$ cat src/rtl/row_fetch_ctrl_pkg.sv
// Shared defaults and FSM state encoding for the row fetch controller.
package row_fetch_ctrl_pkg;

  localparam int unsigned ImSizeDef = 32;
  localparam int unsigned AddrWDef  = 10;
  localparam int unsigned RomLatDef = 1;

  localparam int unsigned RowW   = 5;
  localparam int unsigned SelW   = 4;
  localparam int unsigned DrainW = 2;

  typedef enum logic [2:0] {
    StIdle,
    StFetch,
    StDrain,
    StRowRdy,
    StDone
  } state_e;

endpackage

$ cat src/rtl/row_fetch_ctrl_if.sv
// Control, ROM-side and row-handshake signals of the row fetch controller.
interface row_fetch_ctrl_if
  import row_fetch_ctrl_pkg::*;
#(
  parameter int unsigned ADDR_W = AddrWDef
) ();

  logic              start;
  logic              next_sample;
  logic              row_ready;
  logic              rom_en;
  logic [ADDR_W-1:0] rom_addr;
  logic              shift_en;
  logic              row_valid;
  logic [RowW-1:0]   row_idx;
  logic [SelW-1:0]   sample_sel;
  logic              busy;
  logic              frame_done;

  modport master (
    input  start,
    input  next_sample,
    input  row_ready,
    output rom_en,
    output rom_addr,
    output shift_en,
    output row_valid,
    output row_idx,
    output sample_sel,
    output busy,
    output frame_done
  );

  modport slave (
    output start,
    output next_sample,
    output row_ready,
    input  rom_en,
    input  rom_addr,
    input  shift_en,
    input  row_valid,
    input  row_idx,
    input  sample_sel,
    input  busy,
    input  frame_done
  );

endinterface

$ cat src/rtl/row_fetch_ctrl_lat_pipe.sv
// Depth-deep 1-bit delay line with synchronous clear; aligns shift_en with ROM read data.
module row_fetch_ctrl_lat_pipe #(
  parameter int unsigned Depth = 1
) (
  input  logic clk,
  input  logic rst,
  input  logic clr,
  input  logic d,
  output logic q
);

  logic [Depth-1:0] pipe_q;
  logic [Depth:0]   pipe_in;

  assign pipe_in = {pipe_q, d};
  assign q       = pipe_q[Depth-1];

  always_ff @(posedge clk or negedge rst) begin
    if (!rst) begin
      pipe_q <= '0;
    end else if (clr) begin
      pipe_q <= '0;
    end else begin
      pipe_q <= pipe_in[Depth-1:0];
    end
  end

endmodule

$ cat src/rtl/row_fetch_ctrl.sv
// Fetches an IM_SIZE x IM_SIZE frame from ROM row by row, presenting each completed row
// downstream with a valid/ready handshake.
module row_fetch_ctrl
  import row_fetch_ctrl_pkg::*;
#(
  parameter int unsigned IM_SIZE = ImSizeDef,
  parameter int unsigned ADDR_W  = AddrWDef,
  parameter int unsigned ROM_LAT = RomLatDef
) (
  input logic             clk,
  input logic             rst,
  row_fetch_ctrl_if.master bus
);

  localparam int unsigned ColW = (IM_SIZE > 1) ? $clog2(IM_SIZE) : 1;

  state_e            state_q, state_d;
  logic [ColW-1:0]   col_q, col_d;
  logic [DrainW-1:0] drain_q, drain_d;
  logic [ADDR_W-1:0] addr_q, addr_d;
  logic [RowW-1:0]   row_q, row_d;
  logic [SelW-1:0]   sel_q, sel_d;
  logic              rom_en;
  logic              shift_en;

  always_ff @(posedge clk or negedge rst) begin
    if (!rst) begin
      state_q <= StIdle;
      col_q   <= '0;
      drain_q <= '0;
      addr_q  <= '0;
      row_q   <= '0;
      sel_q   <= '0;
    end else begin
      state_q <= state_d;
      col_q   <= col_d;
      drain_q <= drain_d;
      addr_q  <= addr_d;
      row_q   <= row_d;
      sel_q   <= sel_d;
    end
  end

  always_comb begin
    state_d = state_q;
    col_d   = col_q;
    drain_d = drain_q;
    addr_d  = addr_q;
    row_d   = row_q;
    sel_d   = sel_q;

    unique case (state_q)
      StIdle: begin
        if (bus.start) begin
          state_d = StFetch;
          addr_d  = '0;
          row_d   = '0;
          col_d   = '0;
        end
      end
      StFetch: begin
        // The address runs on across rows; it only returns to 0 at frame end or abort.
        addr_d = addr_q + 1'b1;
        col_d  = col_q + 1'b1;
        if (col_q == ColW'(IM_SIZE - 1)) begin
          state_d = StDrain;
          drain_d = '0;
        end
      end
      StDrain: begin
        drain_d = drain_q + 1'b1;
        if (drain_q == DrainW'(ROM_LAT - 1)) begin
          state_d = StRowRdy;
        end
      end
      StRowRdy: begin
        if (bus.row_ready) begin
          if (row_q == RowW'(IM_SIZE - 1)) begin
            state_d = StDone;
            addr_d  = '0;
            row_d   = '0;
          end else begin
            state_d = StFetch;
            row_d   = row_q + 1'b1;
            col_d   = '0;
          end
        end
      end
      StDone: begin
        state_d = StIdle;
      end
      default: begin
        state_d = StIdle;
      end
    endcase

    // Sample switch aborts whatever is in flight, including a same-cycle start or row handshake.
    if (bus.next_sample) begin
      sel_d   = sel_q + 1'b1;
      state_d = StIdle;
      addr_d  = '0;
      row_d   = '0;
      col_d   = '0;
      drain_d = '0;
    end
  end

  assign rom_en = (state_q == StFetch);

  row_fetch_ctrl_lat_pipe #(
    .Depth (ROM_LAT)
  ) u_lat_pipe (
    .clk (clk),
    .rst (rst),
    .clr (bus.next_sample),
    .d   (rom_en),
    .q   (shift_en)
  );

  assign bus.rom_en     = rom_en;
  assign bus.rom_addr   = addr_q;
  assign bus.shift_en   = shift_en;
  assign bus.row_valid  = (state_q == StRowRdy);
  assign bus.row_idx    = row_q;
  assign bus.sample_sel = sel_q;
  assign bus.busy       = (state_q != StIdle);
  assign bus.frame_done = (state_q == StDone);

endmodule

$ cat src/flat_wrapper.sv
// flat-port wrapper written by rule: the top's interface ports become plain ports
module row_fetch_ctrl_flat import row_fetch_ctrl_pkg::*;
#(
  parameter int unsigned IM_SIZE = ImSizeDef,
  parameter int unsigned ADDR_W  = AddrWDef,
  parameter int unsigned ROM_LAT = RomLatDef
)
  (clk, rst, bus_start, bus_next_sample, bus_row_ready, bus_rom_en, bus_rom_addr, bus_shift_en, bus_row_valid, bus_row_idx, bus_sample_sel, bus_busy, bus_frame_done);
  row_fetch_ctrl_if #(.ADDR_W(ADDR_W)) bus_i ();
  input logic clk;
  input logic rst;
  input wire logic [$bits(bus_i.start)-1:0] bus_start;
  input wire logic [$bits(bus_i.next_sample)-1:0] bus_next_sample;
  input wire logic [$bits(bus_i.row_ready)-1:0] bus_row_ready;
  output wire logic [$bits(bus_i.rom_en)-1:0] bus_rom_en;
  output wire logic [$bits(bus_i.rom_addr)-1:0] bus_rom_addr;
  output wire logic [$bits(bus_i.shift_en)-1:0] bus_shift_en;
  output wire logic [$bits(bus_i.row_valid)-1:0] bus_row_valid;
  output wire logic [$bits(bus_i.row_idx)-1:0] bus_row_idx;
  output wire logic [$bits(bus_i.sample_sel)-1:0] bus_sample_sel;
  output wire logic [$bits(bus_i.busy)-1:0] bus_busy;
  output wire logic [$bits(bus_i.frame_done)-1:0] bus_frame_done;
  assign bus_i.start = bus_start;
  assign bus_i.next_sample = bus_next_sample;
  assign bus_i.row_ready = bus_row_ready;
  assign bus_rom_en = bus_i.rom_en;
  assign bus_rom_addr = bus_i.rom_addr;
  assign bus_shift_en = bus_i.shift_en;
  assign bus_row_valid = bus_i.row_valid;
  assign bus_row_idx = bus_i.row_idx;
  assign bus_sample_sel = bus_i.sample_sel;
  assign bus_busy = bus_i.busy;
  assign bus_frame_done = bus_i.frame_done;
  row_fetch_ctrl #(.IM_SIZE(IM_SIZE), .ADDR_W(ADDR_W), .ROM_LAT(ROM_LAT)) u_core (.clk(clk), .rst(rst), .bus(bus_i));
endmodule
$ cat config.mk
export PLATFORM = sky130hd
export DESIGN_NAME = row_fetch_ctrl_flat
export DESIGN_NICKNAME = d
export VERILOG_FILES = /design/src/rtl/row_fetch_ctrl_pkg.sv /design/src/rtl/row_fetch_ctrl_if.sv /design/src/rtl/row_fetch_ctrl_lat_pipe.sv /design/src/rtl/row_fetch_ctrl.sv /design/src/flat_wrapper.sv
export SDC_FILE = /design/constraint.sdc
export NUM_CORES = 1
export LEC_CHECK = 0
export BUFFER_PORTS_ARGS = -buffer_cell sky130_fd_sc_hd__buf_4
export CAP_MARGIN = 10
export CORE_ASPECT_RATIO = 1.5
export CORE_MARGIN = 5
export CORE_UTILIZATION = 50
export DETAILED_ROUTE_END_ITERATION = 16
export MAX_ROUTING_LAYER = met4
export PLACE_DENSITY = 0.72
export SYNTH_ARGS = -nofsm -noshare
export SYNTH_HDL_FRONTEND = slang
export SYNTH_SLANG_ARGS = --single-unit
$ cat constraint.sdc
create_clock -name clk -period 3.2 [get_ports clk]
set_input_delay 0.32 -clock clk [delete_from_list [all_inputs] [get_ports clk]]
set_output_delay 0.32 -clock clk [all_outputs]
set_load 0.05 [all_outputs]
==> impl_metrics.csv, run 1 <==
group,metric,value,unit
sta,tns,0,ns
die,die_height,81.2,µm
power_and_ir_drop,power_density,520,nW/µm²
logic_synthesis,syn_nets,185,
logic_synthesis,synth_compound_area_frac,0.172,
logic_synthesis,syn_inst,172,
run_status,status,"complete, no violations",
critical_path,worstPathCellList,"ha_1 -> and3_1 -> ha_1 -> o31ai_2 -> or2_2 -> a211o_1",
clock_tree,htreeDepth,2,
sta,relSlewSlack,0.641,
sta,max_freq,494,MHz
global_routing,grt_pass1_vias,1389,
clock_tree,cts_tree,"built",
critical_path,reg2reg_depth,6,
logic_synthesis,synth_xor_area_frac,0.0259,
logic_synthesis,synth_seq_area_share,0.444,
placed_design,gp_congestion,0.881,
critical_path,critPathMaxFanout,7,
critical_path,r2r_start,"u_core.bus.row_idx[0]",
drt,finalWirelength,3870,µm
critical_path,worst-endpoint-required,3.42,ns
logic_synthesis,synthMuxAreaShare,0.0266,
worst_hold_path,holdPathStages,4,
final_layout,drive_above_1_share,0.236,
critical_path,critPathCaptureType,"flop",
clock_tree,cts_buffer_depth,2,
global_routing,grt-ovfl-total,0,
final_layout,antenna_cells,0,
sta,rsz0062_at_grt,"false",
final_layout,layout_common_cells,"dfrtp_1, buf_4, nand2_1",
die,die_w,57.5,µm
critical_path,crit_end,"u_core.bus.rom_addr[4]",
logic_synthesis,ys_seq_elements,30,
sta,finClkSkew,0.00635,ns
critical_path,r2r-end,"u_core.bus.rom_addr[4]",
drt,firstDrtPassIters,4,
drt,vias,1460,
logic_synthesis,synth-main-ff-cell,"dfrtp_1",
final_layout,syn_to_final_growth,18.7,%
final_layout,fillers,297,
sta,finalSetupViolations,0,
die,num_rows,26,
placed_design,dp.final_hpwl,2750,µm
final_layout,nNetsFinal,215,
clock_tree,clock_sinks,30,
critical_path,critical_path_class,"flop to flop",
drt,vias_per_cell,5.96,
placed_design,portBuffers,28,
critical_path,critical_path.max_stage_delay,0.49,ns
critical_path,cp-start-kind,"flop",
die,core,3350,µm²
die,dieArea,4670,µm²
worst_hold_path,hold_path.class,"primary input to flop",
global_routing,grt_pass1_wl,6200,µm
power_and_ir_drop,leakage,0.968,nW
sta,hold_viol,0,
run,max_cap_viol_count,0,
critical_path,crit_arrival,2.24,ns
final_layout,regArea,751,µm²
die,io_pins,29,
critical_path,cp-startpoint,"u_core.bus.row_idx[0]",
logic_synthesis,synth-async-reset-ratio,1.00,
power_and_ir_drop,max-vdd-ir-drop,0.410,mV
logic_synthesis,synth_enable_flop_cells,0,
drt,ant_nets,0,
global_routing,track_usage,0.176,
drt,drc,0,
sta,fin_ws,1.18,ns
placed_design,dp_slack,1.20,ns
logic_synthesis,ys_warn_count,0,
global_routing,antenna_found_initial,0,
final_layout,multi_input_area,860,µm²
sta,period_needed,2.02,ns
logic_synthesis,syn-cell-area,1690,µm²
critical_path,r2r_setup_slack,1.18,ns
critical_path,cp_common_cell,"ha_1",
global_routing,grt_max_degree,31,
clock_tree,cts_made_buffers,5,
logic_synthesis,ys_types,42,
clock_tree,cts-root-buf,"clkbuf_8",
clock_tree,insertion_delay,0.28,ns
logic_synthesis,synth_top_family_by_area,"simple AND/OR/NAND/NOR gates",
clock_tree,clk_pin_slew,0.07,ns
sta,finalCritPeriodShare,0.633,
sta,worstMarginPinSlew,0.538,ns
logic_synthesis,synth_adder_area_share,0.0592,
clock_tree,ctsResizeCount,0,
logic_synthesis,syn_avg_cell_area,9.84,µm²
critical_path,slowest_stage,"o31ai_2",
logic_synthesis,synthSimpleGateAreaFrac,0.225,
drt,initialDrtViolationCount,73,
clock_tree,postCtsSetupRepairBufs,0,
final_layout,layout_commonest_cell,"dfrtp_1",
die,floorplan.initialDensity,0.505,
drt,wl_per_cell,15.8,µm
sta,final_max_slew_viol_count,0,
[registers in the layout, indices dropped and copies added, names as in the netlist]
| name | cells |
|---|---|
| u_core.bus.sample_sel | 4 |
| u_core.bus.rom_addr | 10 |
| u_core.u_lat_pipe.q | 1 |
| u_core.col_q | 5 |
| u_core.bus.row_idx | 5 |
| u_core.drain_q | 2 |
| u_core.state_q | 3 |
[per-stage QoR]
step	cells	power [mW]	utilization	hold slack [ns]	cell area, µm²
finish	245	1.04	0.599	0.353	2010
global route	245	1.10	0.599	0.362	2010
CTS	245	1.06	0.599	0.344	2010
detailed placement	236	0.743	0.569	0.270	1910
global placement	236	0.730	0.569	0.267	1910
floorplan	172	0.653	-	0.0244	1690
[area by class of cell]
class                           instances  area share
Clock buffer                            7      0.0430
Timing Repair Buffer                   29       0.110
Inverter                                9      0.0168
Tap cell                               42      0.0262
Sequential cell                        30       0.374
Multi-Input combinational cell        127       0.428
Clock inverter                          1     0.00249
[cells by family (layout without fill, tap and decap cells)]
group / Yosys count / in the layout
flops: 30 / 30
mux: 3 / 3
xor+xnor: 5 / 5
fa+ha+maj: 8 / 8
buf+inv: 15 / 46
compound gates: 40 / 40
simple gates: 71 / 71
[synth_stat cells (2+ instances only)]
| master | n | area, µm² |
|---|---|---|
| a211o_1 | 3 | 26.3 |
| nor3_1 | 5 | 25.0 |
| mux2_2 | 2 | 22.5 |
| nor4_2 | 2 | 25.0 |
| nand2b_1 | 3 | 18.8 |
| xnor2_1 | 4 | 35.0 |
| a22o_1 | 4 | 35.0 |
| and3_1 | 4 | 25.0 |
| nor2_1 | 10 | 37.5 |
| o21ai_0 | 12 | 60.1 |
| nand3b_1 | 3 | 22.5 |
| nand3_1 | 9 | 45.0 |
| o31ai_1 | 5 | 37.5 |
| inv_1 | 8 | 30.0 |
| or2_2 | 2 | 12.5 |
| dfrtp_1 | 30 | 751 |
| nand2_1 | 19 | 71.3 |
| nand4_1 | 7 | 43.8 |
| ha_1 | 8 | 100 |
| or3_1 | 3 | 18.8 |
| a21oi_1 | 4 | 20.0 |
| buf_6 | 3 | 33.8 |
| o21ai_1 | 2 | 10.0 |
| buf_2 | 2 | 10.0 |
[worst min-delay path by stage]
stage | from | to | slack, ns
2_1_floorplan | rst | u_core.bus.rom_addr[0] | 0.02
3_3_place_gp | rst | u_core.u_lat_pipe.q | 0.27
3_5_place_dp | rst | u_core.u_lat_pipe.q | 0.27
4_1_cts | bus_row_ready | u_core.state_q[1] | 0.34
5_1_grt | bus_row_ready | u_core.state_q[1] | 0.36
6_report | bus_row_ready | u_core.state_q[1] | 0.35
[layer usage]
| layer | share of wire | global-route usage |
|---|---|---|
| met1 | 0.39 | 0.193 |
| met2 | 0.52 | 0.298 |
| met3 | 0.064 | 0.0382 |
| met4 | 0.028 | 0.0882 |
| met5 | 0 | - |
[where the power goes]
part	switching, mW	total (mW)	internal [mW]	leakage (nW)
logic	0.188	0.280	0.0926	0.512
clock network	0.140	0.313	0.173	0.0482
registers	0.0388	0.452	0.413	0.407
[critical path, delay by kind of cell, from the launching register on]
family / cells / cell delay, ns
DFF: 1 / 0.43
adders and majority gates: 2 / 0.47
and+or+nand+nor: 2 / 0.44
AOI/OAI and AO/OA: 2 / 0.62
[repair_timing]
item                                   4_1_cts  5_1_grt
hold buffers                                 1        0
endpoints found under the hold margin       30        0
setup endpoints to repair                    0        0
Note: power is estimated with default switching activity, not from simulation.
==> run 2: changes to the inputs <==
PLACE_DENSITY = 0.75   (was 0.72)
clock period = 1.85 ns   (was 3.2 ns; I/O delays follow)
==> run 2 against run 1 <==
- sequential share of layout area is 2.9 points lower
- die area unchanged
- largest power group unchanged
- highest routed layer unchanged
- wire length up 2.3%
- first-iteration DRC count fell by 29%
- flip-flop and latch count is the same
- non-clock buffer count up 12
- cell count rose by 4.9%
- critical path depth decreased by 1
- clock skew grew 0.0026 ns
- worst setup slack worse by 1.1 ns
- clock power rose by 71%
- core utilization up 5.2 points
==> impl_metrics.csv, run 2 (synthesized netlist as in run 1, its figures left out) <==
group,metric,value,unit
run_status,status,"complete, no violations",
global_routing,grt_busiest_layer,"met2",
placed_design,post_dp_cell_area,2010,µm²
drt,vias_per_cell,5.85,
critical_path,crit_arrival,1.96,ns
sta,finClkSkew,0.00891,ns
sta,relSlewSlack,0.738,
placed_design,dpl.cell_count,243,
drt,ant_nets,0,
clock_tree,clock_sinks,30,
clock_tree,cts-root-buf,"clkbuf_8",
global_routing,grt_pass1_vias,1457,
global_routing,antenna_found_initial,0,
placed_design,dp.final_hpwl,2790,µm
die,num_rows,26,
final_layout,finalNonFillerCells,257,
sta,hold_viol,0,
die,io_pins,29,
critical_path,critPathMaxFanout,3,
global_routing,use_met1,0.202,
drt,drc,0,
final_layout,fillers,268,
sta,max_freq,554,MHz
critical_path,r2r_setup_slack,0.04,ns
clock_tree,clk_pin_slew,0.07,ns
final_layout,drive_above_1_share,0.335,
final_layout,antenna_cells,0,
sta,finalSetupViolations,0,
global_routing,grt_max_degree,31,
final_layout,fin_util,0.651,
global_routing,grt-ovfl-total,0,
clock_tree,cts_made_buffers,5,
drt,firstDrtPassIters,4,
final_layout,largest_reg_flops,10,
placed_design,portBuffers,28,
sta,period_needed,1.81,ns
clock_tree,cts_buffer_depth,2,
die,die_w,57.5,µm
critical_path,critical_path_class,"flop to flop",
final_layout,syn_to_final_growth,29.0,%
sta,worstMarginPinSlew,0.393,ns
global_routing,grtUsageMet2,0.300,
critical_path,critPathCaptureType,"flop",
global_routing,met3_usage,0.0429,
die,core,3350,µm²
critical_path,cp-start-kind,"flop",
placed_design,dp_slack,0.0549,ns
clock_tree,htreeDepth,2,
placed_design,gp_congestion,0.921,
final_layout,final_cell_area,2180,µm²
sta,finalCritPeriodShare,0.977,
drt,initialDrtViolationCount,52,
die,die_height,81.2,µm
drt,finalWirelength,3950,µm
final_layout,nNetsFinal,227,
sta,tns,0,ns
global_routing,grt_pass1_wl,6400,µm
final_layout,layout_commonest_cell,"buf_4",
drt,wl_per_cell,15.4,µm
sta,fin_ws,0.0434,ns
die,floorplan.initialDensity,0.505,
critical_path,worst-endpoint-required,2.00,ns
die,dieArea,4670,µm²
power_and_ir_drop,power_density,837,nW/µm²
drt,vias,1503,
clock_tree,cts_tree,"built",
run,max_cap_viol_count,0,
power_and_ir_drop,leakage,1.02,nW
clock_tree,insertion_delay,0.28,ns
power_and_ir_drop,max-vdd-ir-drop,0.787,mV
sta,final_max_slew_viol_count,0,
final_layout,layout_common_cells,"buf_4, dfrtp_1, nand2_1",
worst_hold_path,hold_path.class,"primary input to flop",
global_routing,track_usage,0.182,
==> run 2: routing by layer <==
layer  part of all wire  up-vias
met5                  0        -
met4              0.028        0
met3              0.049       11
met2               0.51       45
met1               0.41      729
li1                   -      718
==> run 2: layout make-up <==
cell class                      instances  area [µm²]  share of cell area
Multi-Input combinational cell        127         941               0.431
Sequential cell                        30         753               0.345
Timing Repair Buffer                   41         310               0.142
Clock buffer                            7        86.3              0.0396
Tap cell                               42        52.6              0.0241
Inverter                                9        33.8              0.0155
Clock inverter                          1        5.00             0.00229
==> run 2: through the flow <==
step / hold WS (ns) / power (mW)
after floorplan: -0.111 / 1.13
after global placement: 0.134 / 1.28
after detailed placement: 0.140 / 1.30
after CTS: 0.223 / 1.84
after global routing: 0.202 / 1.92
final: 0.205 / 1.83
==> run 2: timing repair <==
| item | in CTS | in global routing |
|---|---|---|
| hold buffers | 1 | 0 |
| endpoints found under the hold margin | 30 | 0 |
| gates resized for setup | 0 | 7 |
| buffers inserted | 0 | 5 |
| setup endpoints to repair | 0 | 9 |
==> run 2: worst paths after layout <==
path	startpoint	end	cells past startpoint
min in group asynchronous	rst	u_core.col_q[2]	2
max reg2reg	u_core.col_q[1]	u_core.state_q[2]	5
max in group asynchronous	rst	u_core.bus.row_idx[1]	2
max	u_core.col_q[1]	u_core.state_q[2]	5
min	bus_next_sample	u_core.drain_q[0]	2
min reg2reg	u_core.bus.sample_sel[3]	u_core.bus.sample_sel[3]	1
==> run 2: worst max-delay path: stages (launching register included) <==
cell     delay (ns)
dfrtp_1        0.41
ha_2           0.20
and3_1         0.19
ha_1           0.23
mux4_2         0.48
nor4b_1        0.17
==> run 2: power breakdown <==
part	switching, mW	internal (mW)	total [mW]
Clock	0.235	0.299	0.535
Combinational	0.338	0.178	0.516
Sequential	0.0615	0.715	0.776
==> run 3: changes to the inputs <==
CELL_PAD_IN_SITES_DETAIL_PLACEMENT = 1   (was default)
CELL_PAD_IN_SITES_GLOBAL_PLACEMENT = 1   (was default)
CORE_UTILIZATION = 38   (was 50)
PLACE_DENSITY = default   (was 0.75)
PLACE_DENSITY_LB_ADDON = 0.1   (was default)
==> run 3 against run 2 <==
- die area increased by 27%
- critical path depth is the same
- clock power is 3% higher
- worst setup slack improved by 0.036 ns
- first-iteration DRC count grew 37%
- design area fell by 0.17%
- non-clock buffer count fell by 2
- hold slack improved by 0.011 ns
- largest cell class unchanged
- power up 1.5%
- cell count up 0.78%
==> impl_metrics.csv, run 3 (synthesized netlist as in run 1, its figures left out) <==
group,metric,value,unit
sta,finClkSkew,0.00671,ns
sta,tns,0,ns
critical_path,reg2reg_depth,5,
final_layout,layout_common_cells,"buf_4, dfrtp_1, nand2_1",
critical_path,worst-endpoint-required,2.01,ns
drt,vias_per_cell,5.82,
die,num_rows,29,
final_layout,fin_util,0.509,
clock_tree,htreeDepth,2,
global_routing,grt_pass1_wl,7820,µm
clock_tree,cts_buffer_depth,2,
worst_hold_path,hold_path.class,"primary input to flop",
sta,final_max_slew_viol_count,0,
sta,relSlewSlack,0.727,
sta,worstMarginPinSlew,0.409,ns
final_layout,drive_above_1_share,0.333,
drt,ant_nets,0,
final_layout,largest_reg_flops,10,
die,io_pins,29,
drt,vias,1508,
placed_design,gp_congestion,0.805,
die,core,4280,µm²
power_and_ir_drop,max-vdd-ir-drop,0.609,mV
run_status,status,"complete, no violations",
drt,finalWirelength,4580,µm
critical_path,crit_arrival,1.93,ns
global_routing,grt-ovfl-total,0,
placed_design,dp.final_hpwl,3410,µm
sta,hold_viol,0,
clock_tree,cts-root-buf,"clkbuf_8",
power_and_ir_drop,leakage,1.01,nW
worst_hold_path,whs_endpoint,"u_core.drain_q[0]",
die,floorplan.initialDensity,0.395,
final_layout,syn_to_final_growth,28.8,%
clock_tree,cts_tree,"built",
sta,rsz0062_at_grt,"false",
final_layout,antenna_cells,0,
global_routing,grt_pass1_vias,1661,
power_and_ir_drop,power_density,852,nW/µm²
critical_path,critPathCaptureType,"flop",
final_layout,finalNonFillerCells,259,
placed_design,dpl.cell_count,247,
die,die_w,64.5,µm
global_routing,grt_max_degree,31,
critical_path,r2r_setup_slack,0.08,ns
clock_tree,clock_sinks,30,
power_and_ir_drop,p_total,1.85,mW
sta,finalSetupViolations,0,
critical_path,critPathMaxFanout,3,
drt,drc,0,
final_layout,layout_commonest_cell,"buf_4",
sta,period_needed,1.77,ns
placed_design,portBuffers,28,
drt,wl_per_cell,17.7,µm
clock_tree,cts_made_buffers,5,
global_routing,antenna_found_initial,0,
clock_tree,insertion_delay,0.28,ns
drt,firstDrtPassIters,4,
worst_hold_path,holdPathStages,2,
critical_path,cp-start-kind,"flop",
global_routing,track_usage,0.175,
run,max_cap_viol_count,0,
die,dieArea,5910,µm²
critical_path,critical_path_class,"flop to flop",
worst_hold_path,hold_path_startpoint,"bus_next_sample",
drt,initialDrtViolationCount,71,
sta,finalCritPeriodShare,0.957,
sta,whs,0.216,ns
final_layout,nNetsFinal,225,
clock_tree,clk_pin_slew,0.07,ns
die,die_height,91.7,µm
critical_path,r2r_start,"u_core.col_q[0]",
sta,max_freq,565,MHz
critical_path,r2r-end,"u_core.state_q[2]",
[run 3: cell types whose count changed in the layout (fill, tap and decap cells not counted), sizes merged]
cell,change
buf,-2
[run 3: timing repair]
item	4_1_cts	5_1_grt
pin swaps	0	2
setup buffers	1	2
setup endpoints to repair	2	9
hold buffers	1	0
endpoints found under the hold margin	30	0
gates resized for setup	2	7
[run 3: worst max-delay path by stage]
stage	startpoint	to	cells past startpoint
6_report	u_core.col_q[0]	u_core.state_q[2]	5
5_1_grt	u_core.state_q[1]	u_core.bus.row_idx[3]	5
4_1_cts	u_core.col_q[0]	u_core.state_q[2]	5
3_5_place_dp	u_core.col_q[0]	u_core.drain_q[0]	6
3_3_place_gp	u_core.col_q[0]	u_core.state_q[2]	5
2_1_floorplan	u_core.bus.row_idx[2]	u_core.col_q[0]	6
[run 3: layout make-up]
type	instances	area, µm²
Sequential cell	30	753
Fill cell	490	2100
Timing Repair Buffer	39	295
Clock inverter	1	5.00
Inverter	9	33.8
Tap cell	46	57.6
Multi-Input combinational cell	127	947
Clock buffer	7	86.3
[run 3: routing by layer]
metal  global-route usage  vias up  wire length (µm)  share of wire
li1                     -      714                 -              -
met4               0.0811        0                97          0.021
met3               0.0330        7               137          0.030
met5                    -        -                 0              0
met1                0.177      761              1810           0.40
met2                0.318       26              2530           0.55
[run 3: critical path, stage by stage, from the launching register on]
cell	delay (ns)
dfrtp_1	0.41
ha_2	0.21
and3_1	0.19
ha_2	0.21
mux4_2	0.48
nor4b_1	0.16
[run 3: metrics by stage]
stage | worst slack (ns) | area (µm²)
finish | 0.0789 | 2180
global route | 0.0114 | 2180
CTS | 0.00253 | 2130
detailed placement | -0.0849 | 2020
global placement | 0.0765 | 2020
floorplan | 0.00448 | 1750
[run 3: report_power, final]
| group | leakage [nW] | internal (mW) | total [mW] | switching (mW) |
|---|---|---|---|---|
| Sequential | 0.404 | 0.715 | 0.774 | 0.0594 |
| Combinational | 0.554 | 0.178 | 0.528 | 0.350 |
| Clock | 0.0482 | 0.300 | 0.553 | 0.253 |
| Total | 1.01 | 1.19 | 1.85 | 0.663 |
